**config.mk**
```make
export PLATFORM = sky130hd
export DESIGN_NAME = write_buffer_flat
export DESIGN_NICKNAME = d
export VERILOG_FILES = /design/src/rtl/write_buffer_pkg.sv /design/src/rtl/write_buffer_if.sv /design/src/rtl/write_buffer_store.sv /design/src/rtl/write_buffer.sv /design/src/flat_wrapper.sv
export SDC_FILE = /design/constraint.sdc
export NUM_CORES = 1
export LEC_CHECK = 0
export BUFFER_PORTS_ARGS = -buffer_cell sky130_fd_sc_hd__buf_2
export CORE_MARGIN = 2
export CORE_UTILIZATION = 52
export CTS_CLUSTER_DIAMETER = 200
export CTS_CLUSTER_SIZE = 14
export DETAILED_ROUTE_END_ITERATION = 8
export GPL_ROUTABILITY_DRIVEN = 0
export PLACE_DENSITY = 0.76
export SYNTH_ARGS = -nofsm -noshare
export SYNTH_HDL_FRONTEND = slang
export SYNTH_HIERARCHICAL = 1
export SYNTH_SLANG_ARGS = --single-unit
```
**constraint.sdc**
```tcl
create_clock -name clk -period 7 [get_ports clk]
set_clock_uncertainty 0.15 [all_clocks]
set_input_delay 1.75 -clock clk [delete_from_list [all_inputs] [get_ports clk]]
set_output_delay 1.75 -clock clk [all_outputs]
set_load 0.03 [all_outputs]
```
**src/rtl/write_buffer_pkg.sv**
```systemverilog
// Shared defaults, FSM state encoding and sizing helper for the write buffer.
package wb_pkg;

    localparam int WB_DEPTH  = 4;
    localparam int WB_ADDR_W = 28;
    localparam int WB_LINE_W = 128;

    typedef enum logic [1:0] {
        ST_IDLE = 2'd0,
        ST_MRD  = 2'd1,
        ST_MWR  = 2'd2,
        ST_RESP = 2'd3
    } wb_state_e;

    // Occupancy counter must represent 0..depth inclusive.
    function automatic int cnt_width(input int depth);
        return $clog2(depth + 1);
    endfunction

endpackage

```
**src/rtl/write_buffer_if.sv**
```systemverilog
// Cache-side and memory-side handshake bundle of the write buffer.
interface write_buffer_if
    import wb_pkg::*;
#(
    parameter int ADDR_W = WB_ADDR_W,
    parameter int LINE_W = WB_LINE_W
) ();

    logic              cache_read;
    logic              cache_write;
    logic [ADDR_W-1:0] cache_addr;
    logic [LINE_W-1:0] cache_wdata;
    logic [LINE_W-1:0] cache_rdata;
    logic              cache_ready;

    logic              mem_read;
    logic              mem_write;
    logic [ADDR_W-1:0] mem_addr;
    logic [LINE_W-1:0] mem_wdata;
    logic [LINE_W-1:0] mem_rdata;
    logic              mem_ready;

    // The write buffer itself.
    modport slave (
        input  cache_read, cache_write, cache_addr, cache_wdata,
        output cache_rdata, cache_ready,
        output mem_read, mem_write, mem_addr, mem_wdata,
        input  mem_rdata, mem_ready
    );

    // The cache plus memory environment around it.
    modport master (
        output cache_read, cache_write, cache_addr, cache_wdata,
        input  cache_rdata, cache_ready,
        input  mem_read, mem_write, mem_addr, mem_wdata,
        output mem_rdata, mem_ready
    );

endinterface

```
**src/rtl/write_buffer_store.sv**
```systemverilog
// Circular entry store with a fully parallel address match over valid entries.
module write_buffer_store
    import wb_pkg::*;
#(
    parameter  int DEPTH  = WB_DEPTH,
    parameter  int ADDR_W = WB_ADDR_W,
    parameter  int LINE_W = WB_LINE_W,
    localparam int IDX_W  = $clog2(DEPTH),
    localparam int CNT_W  = cnt_width(DEPTH)
) (
    input  logic              clk,
    input  logic              rst,
    input  logic [ADDR_W-1:0] i_addr,
    input  logic [LINE_W-1:0] i_wdata,
    input  logic              i_upd,
    input  logic [IDX_W-1:0]  i_upd_idx,
    input  logic              i_enq,
    input  logic              i_deq,
    output logic              o_hit,
    output logic [IDX_W-1:0]  o_hit_idx,
    output logic [LINE_W-1:0] o_hit_data,
    output logic              o_full,
    output logic              o_empty,
    output logic [ADDR_W-1:0] o_head_addr,
    output logic [LINE_W-1:0] o_head_data
);

    logic [DEPTH-1:0]  r_valid;
    logic [ADDR_W-1:0] r_addr [DEPTH];
    logic [LINE_W-1:0] r_data [DEPTH];
    logic [IDX_W-1:0]  r_head;
    logic [IDX_W-1:0]  r_tail;
    logic [CNT_W-1:0]  r_count;

    logic              w_inc;
    logic              w_dec;

    // Coalescing guarantees at most one valid entry matches any address.
    always_comb begin
        o_hit     = 1'b0;
        o_hit_idx = '0;
        for (int i = 0; i < DEPTH; i++) begin
            if (r_valid[i] && (r_addr[i] == i_addr)) begin
                o_hit     = 1'b1;
                o_hit_idx = IDX_W'(i);
            end
        end
    end

    assign o_hit_data  = r_data[o_hit_idx];
    assign o_full      = (r_count == CNT_W'(DEPTH));
    assign o_empty     = (r_count == '0);
    assign o_head_addr = r_addr[r_head];
    assign o_head_data = r_data[r_head];

    assign w_inc = i_enq && !o_full;
    assign w_dec = i_deq && !o_empty;

    always_ff @(posedge clk) begin
        if (rst) begin
            r_valid <= '0;
            r_head  <= '0;
            r_tail  <= '0;
            r_count <= '0;
        end else begin
            if (w_inc) begin
                r_valid[r_tail] <= 1'b1;
                r_tail          <= r_tail + IDX_W'(1);
            end
            if (w_dec) begin
                r_valid[r_head] <= 1'b0;
                r_head          <= r_head + IDX_W'(1);
            end
            r_count <= r_count + CNT_W'(w_inc) - CNT_W'(w_dec);
        end
    end

    // Payload storage is qualified by r_valid, so it needs no reset.
    always_ff @(posedge clk) begin
        if (w_inc) begin
            r_addr[r_tail] <= i_addr;
            r_data[r_tail] <= i_wdata;
        end
        if (i_upd) begin
            r_data[i_upd_idx] <= i_wdata;
        end
    end

endmodule

```
**src/rtl/write_buffer.sv**
```systemverilog
// Coalescing line write buffer between a cache and memory, with read forwarding.
module write_buffer
    import wb_pkg::*;
#(
    parameter int DEPTH  = WB_DEPTH,
    parameter int ADDR_W = WB_ADDR_W,
    parameter int LINE_W = WB_LINE_W
) (
    input  logic           clk,
    input  logic           proc_reset,
    write_buffer_if.slave  wb
);

    localparam int IDX_W = $clog2(DEPTH);

    wb_state_e         r_state;
    logic              r_cache_ready;
    logic              r_mem_read;
    logic              r_mem_write;
    logic [ADDR_W-1:0] r_mem_addr;
    logic [LINE_W-1:0] r_mem_wdata;
    logic [LINE_W-1:0] r_resp;

    logic              w_hit;
    logic [IDX_W-1:0]  w_hit_idx;
    logic [LINE_W-1:0] w_hit_data;
    logic              w_full;
    logic              w_empty;
    logic [ADDR_W-1:0] w_head_addr;
    logic [LINE_W-1:0] w_head_data;
    logic              w_idle;
    logic              w_wr_only;
    logic              w_upd;
    logic              w_enq;
    logic              w_deq;

    // A simultaneous read and write request is serviced as a read.
    assign w_idle    = (r_state == ST_IDLE);
    assign w_wr_only = wb.cache_write && !wb.cache_read;
    assign w_upd     = w_idle && w_wr_only && w_hit;
    assign w_enq     = w_idle && w_wr_only && !w_hit && !w_full;
    assign w_deq     = (r_state == ST_MWR) && wb.mem_ready;

    write_buffer_store #(
        .DEPTH  (DEPTH),
        .ADDR_W (ADDR_W),
        .LINE_W (LINE_W)
    ) u_store (
        .clk         (clk),
        .rst         (proc_reset),
        .i_addr      (wb.cache_addr),
        .i_wdata     (wb.cache_wdata),
        .i_upd       (w_upd),
        .i_upd_idx   (w_hit_idx),
        .i_enq       (w_enq),
        .i_deq       (w_deq),
        .o_hit       (w_hit),
        .o_hit_idx   (w_hit_idx),
        .o_hit_data  (w_hit_data),
        .o_full      (w_full),
        .o_empty     (w_empty),
        .o_head_addr (w_head_addr),
        .o_head_data (w_head_data)
    );

    always_ff @(posedge clk) begin
        if (proc_reset) begin
            r_state       <= ST_IDLE;
            r_cache_ready <= 1'b0;
            r_mem_read    <= 1'b0;
            r_mem_write   <= 1'b0;
            r_mem_addr    <= '0;
            r_mem_wdata   <= '0;
            r_resp        <= '0;
        end else begin
            case (r_state)
                ST_IDLE: begin
                    if (wb.cache_read) begin
                        if (w_hit) begin
                            r_resp        <= w_hit_data;
                            r_cache_ready <= 1'b1;
                            r_state       <= ST_RESP;
                        end else begin
                            r_mem_addr <= wb.cache_addr;
                            r_mem_read <= 1'b1;
                            r_state    <= ST_MRD;
                        end
                    end else if (wb.cache_write && (w_hit || !w_full)) begin
                        r_cache_ready <= 1'b1;
                        r_state       <= ST_RESP;
                    end else if (wb.cache_write || !w_empty) begin
                        // Full-buffer writes stall here and retry after one drain.
                        r_mem_addr  <= w_head_addr;
                        r_mem_wdata <= w_head_data;
                        r_mem_write <= 1'b1;
                        r_state     <= ST_MWR;
                    end
                end
                ST_MRD: begin
                    if (wb.mem_ready) begin
                        r_resp        <= wb.mem_rdata;
                        r_mem_read    <= 1'b0;
                        r_mem_addr    <= '0;
                        r_cache_ready <= 1'b1;
                        r_state       <= ST_RESP;
                    end
                end
                ST_MWR: begin
                    if (wb.mem_ready) begin
                        r_mem_write <= 1'b0;
                        r_mem_addr  <= '0;
                        r_mem_wdata <= '0;
                        r_state     <= ST_IDLE;
                    end
                end
                ST_RESP: begin
                    r_cache_ready <= 1'b0;
                    r_state       <= ST_IDLE;
                end
                default: begin
                    r_state <= ST_IDLE;
                end
            endcase
        end
    end

    assign wb.cache_ready = r_cache_ready;
    assign wb.cache_rdata = r_resp;
    assign wb.mem_read    = r_mem_read;
    assign wb.mem_write   = r_mem_write;
    assign wb.mem_addr    = r_mem_addr;
    assign wb.mem_wdata   = r_mem_wdata;

endmodule

```
**src/flat_wrapper.sv**
```systemverilog
// flat-port wrapper written by rule: the top's interface ports become plain ports
module write_buffer_flat import wb_pkg::*;
#(
    parameter int DEPTH  = WB_DEPTH,
    parameter int ADDR_W = WB_ADDR_W,
    parameter int LINE_W = WB_LINE_W
)
  (clk, proc_reset, wb_cache_read, wb_cache_write, wb_cache_addr, wb_cache_wdata, wb_cache_rdata, wb_cache_ready, wb_mem_read, wb_mem_write, wb_mem_addr, wb_mem_wdata, wb_mem_rdata, wb_mem_ready);
  write_buffer_if #(.ADDR_W(ADDR_W), .LINE_W(LINE_W)) wb_i ();
  input  logic clk;
  input  logic proc_reset;
  input wire logic [$bits(wb_i.cache_read)-1:0] wb_cache_read;
  input wire logic [$bits(wb_i.cache_write)-1:0] wb_cache_write;
  input wire logic [$bits(wb_i.cache_addr)-1:0] wb_cache_addr;
  input wire logic [$bits(wb_i.cache_wdata)-1:0] wb_cache_wdata;
  output wire logic [$bits(wb_i.cache_rdata)-1:0] wb_cache_rdata;
  output wire logic [$bits(wb_i.cache_ready)-1:0] wb_cache_ready;
  output wire logic [$bits(wb_i.mem_read)-1:0] wb_mem_read;
  output wire logic [$bits(wb_i.mem_write)-1:0] wb_mem_write;
  output wire logic [$bits(wb_i.mem_addr)-1:0] wb_mem_addr;
  output wire logic [$bits(wb_i.mem_wdata)-1:0] wb_mem_wdata;
  input wire logic [$bits(wb_i.mem_rdata)-1:0] wb_mem_rdata;
  input wire logic [$bits(wb_i.mem_ready)-1:0] wb_mem_ready;
  assign wb_i.cache_read = wb_cache_read;
  assign wb_i.cache_write = wb_cache_write;
  assign wb_i.cache_addr = wb_cache_addr;
  assign wb_i.cache_wdata = wb_cache_wdata;
  assign wb_cache_rdata = wb_i.cache_rdata;
  assign wb_cache_ready = wb_i.cache_ready;
  assign wb_mem_read = wb_i.mem_read;
  assign wb_mem_write = wb_i.mem_write;
  assign wb_mem_addr = wb_i.mem_addr;
  assign wb_mem_wdata = wb_i.mem_wdata;
  assign wb_i.mem_rdata = wb_mem_rdata;
  assign wb_i.mem_ready = wb_mem_ready;
  write_buffer #(.DEPTH(DEPTH), .ADDR_W(ADDR_W), .LINE_W(LINE_W)) u_core (.clk(clk), .proc_reset(proc_reset), .wb(wb_i));
endmodule
```
==> flow_summary.ini <==
[yosys]
yosys_warnings = 6
syn_avg_cell_area_sq_um = 13.2
ys_seq_area_share_pct = 59.6
synth.cell_area_sq_um = 41600
synth-main-ff-cell = edfxtp_1
synth_fp_nets = 3446
ys_types = 54
ys_ff_latch = 926
synth_edf_count = 624
syn_inst = 3139
async_reset_ff_share_pct = 0

[clock_tree]
cts_tree = built
clk_latency_ns = 0.65
path_clk_slew_ns = 0.07
cts_made_buffers = 76
cts_num_sinks = 926
cts_resized = 0
h-tree-depth = 3
clock_path_buffers = 3
hold_buffers = 0
cts_setup_buffers = 0
root_buffer = clkbuf_16

[pwr]
p_leak_nw = 16.6
p_per_area_nw_per_um2 = 340
ir_worst_vdd_uv = 293
power_mw = 16.2

[finish]
drive_gt1_share_pct = 27.8
stdcell_count = 4699
final_nets = 3863
fillers = 6179
synthToLayoutAreaGrowth_pct = 14.6

[die]
core_sq_um = 79100
row_count = 103
die_w_um = 287
io_pins = 576
die_area_sq_um = 82200
start_util_pct = 52.6
die_h_um = 287

[sta]
rsz0062_at_grt = false
fin_crit_sh_pct = 75.6
finalSetupTns_ns = 0
layout_min_cycle_time_ns = 5.29
hold_viol = 0
maxSlewViolCount = 0
fmax_mhz = 189
worst_pin_slew_ns = 1.09
final-setup-viol-count = 0
slew_headroom_pct = 27.2

[grt]
grt_max_degree = 159
antenna_found_initial = 34
grt.total_usage_pct = 28.5
first_global_vias = 28600
grt-ovfl-total = 0
grt_pass1_wl_um = 179000

[drt]
ant_nets = 0
via_per_inst = 6.33
dr.pass1.iters = 6
wl_per_cell_um = 25.7
dr.first_iter.drc_count = 2902
totalWireLength_um = 121000
remaining_drc_errors = 0
route.vias.total = 29700

[worst_setup_path]
worstPathMaxFanout = 38
critPathCaptureType = flip-flop
critPathLaunchType = input pin
arrival_ns = 5.47
cp.required_ns = 7.19
worst-setup-path-type = in -> reg

[placed_design]
portBuffers = 575
dp_hpwl_um = 72900
dp_cells = 4528

[status]
status = complete, no violations

[min_path]
min_path_type = reg -> reg

[run]
max_cap_violations = 0
-- final cells by class --
type	instances	area, sq um	area share, %
antenna	30	75.1	0.157
multi-input combinational	1775	15100	31.6
clock buffer	133	2120	4.44
timing repair buffer	632	3590	7.53
tap	1050	1310	2.76
inverter	145	544	1.14
clock inverter	8	171	0.360
sequential	926	24800	52.0
-- metrics by stage --
stage | hold slack (ns) | utilization (%) | instance area, sq um | setup slack, ns
global placement | 0.305 | 57.3 | 45300 | 1.19
finish | 0.321 | 60.2 | 47700 | 1.71
detailed placement | 0.310 | 57.3 | 45300 | 1.14
floorplan | 0.328 | - | 41600 | 0.315
CTS | 0.320 | 60.1 | 47600 | 1.81
global route | 0.332 | 60.2 | 47600 | 1.57
-- worst max-delay path, stage by stage --
cell	delay [ns]
buf_2	0.17
xor2_1	0.18
nor4_1	0.81
nand4_4	0.32
and3_4	0.44
nand2_1	0.28
inv_1	0.06
nor2_1	0.37
a31o_4	0.70
buf_12	0.30
-- power by group --
part | internal [mW] | switching [mW] | total, mW
Clock | 2.09 | 1.98 | 4.08
Sequential | 6.61 | 0.378 | 6.99
Combinational | 1.69 | 3.45 | 5.14
Total | 10.4 | 5.81 | 16.2
-- sequential cells by signal, indices dropped and copies added (netlist names), named ones only --
signal / count
u_core/wb.mem_wdata: 128
u_core/wb.cache_ready: 1
u_core/u_store/r_head: 2
u_core/r_state: 2
u_core/wb.cache_rdata: 128
u_core/u_store/r_data: 512
u_core/u_store/r_addr: 112
u_core/wb.mem_addr: 28
u_core/u_store/r_valid: 4
u_core/wb.mem_read: 1
u_core/wb.mem_write: 1
u_core/u_store/r_tail: 2
u_core/u_store/r_count: 3
-- layout by cell type, fill, tap and decap left out, drive strengths merged, types with 6 or more instances in the layout --
master and count:
a211oi 133, a21oi 134, a22o 129, and2 6
buf 632, clkbuf 133, dfxtp 302, diode 30
edfxtp 624, ha 17, inv 148, mux2i 159
mux4 156, nand2 36, nand3 133, nand4 21
nand4b 128, nor2 146, nor2b 7, nor4 14
o21ai 132, o22ai 28, o311ai 128, or2 128
xnor2 79, xor2 37
-- final timing paths --
check	from	endpoint	slack, ns	depth (start not counted)
min reg2reg	u_core/wb.mem_addr[19]$_SDFFE_PP0P_	u_core/wb.mem_addr[19]$_SDFFE_PP0P_	0.32	2
max reg2reg	u_core/u_store/r_addr[3][2]$_DFFE_PP_	u_core/wb.mem_wdata[25]$_SDFFE_PP0P_	2.59	11
min	u_core/wb.mem_addr[19]$_SDFFE_PP0P_	u_core/wb.mem_addr[19]$_SDFFE_PP0P_	0.32	2
max	wb_cache_addr[0]	u_core/u_store/r_data[1][39]$_DFFE_PP_	1.71	10
-- synth_stat cells (all sizes together), types with 2 or more instances --
master / number / area share (%)
a211oi: 133 / 2.4
a21oi: 134 / 1.6
a22o: 129 / 2.7
a311oi: 2 / 0.042
a31o: 4 / 0.084
and2: 6 / 0.090
and3: 3 / 0.045
buf: 141 / 1.8
clkbuf: 152 / 1.4
dfxtp: 302 / 15
edfxtp: 624 / 45
ha: 17 / 0.51
inv: 145 / 1.3
mux2i: 159 / 3.8
mux4: 156 / 8.4
nand2: 36 / 0.32
nand2b: 3 / 0.063
nand3: 133 / 1.6
nand4: 21 / 0.37
nand4b: 128 / 2.7
nor2: 146 / 1.3
nor2b: 7 / 0.11
nor3: 3 / 0.036
nor4: 14 / 0.26
o21ai: 132 / 1.6
o22ai: 28 / 0.42
o311ai: 128 / 2.7
or2: 128 / 1.9
xnor2: 79 / 1.7
xor2: 37 / 0.78
-- per-layer routing --
metal,routed length [um],global-route usage (%),vias to the layer above,share of wire [%]
met4,4140,10.6,18,3.4
met5,106,0,-,0.088
met2,58400,45.8,1541,48
li1,-,-,13000,-
met1,47700,38.4,14900,39
met3,10700,5.90,246,8.8
-- cell families (layout without fill, tap and decap cells) --
| kind of cell | count (synthesis) | after routing | share of synthesized area (%) |
|---|---|---|---|
| other | 0 | 30 | 0 |
| muxes | 315 | 315 | 12.3 |
| adders and majority gates | 18 | 18 | 0.560 |
| DFF | 926 | 926 | 59.6 |
| and+or+nand+nor | 630 | 630 | 8.88 |
| AOI/OAI and AO/OA | 696 | 696 | 11.7 |
| buffers and inverters | 438 | 918 | 4.51 |
| xor gates and xnor gates | 116 | 116 | 2.44 |
Power figures use the tool's default switching activity.
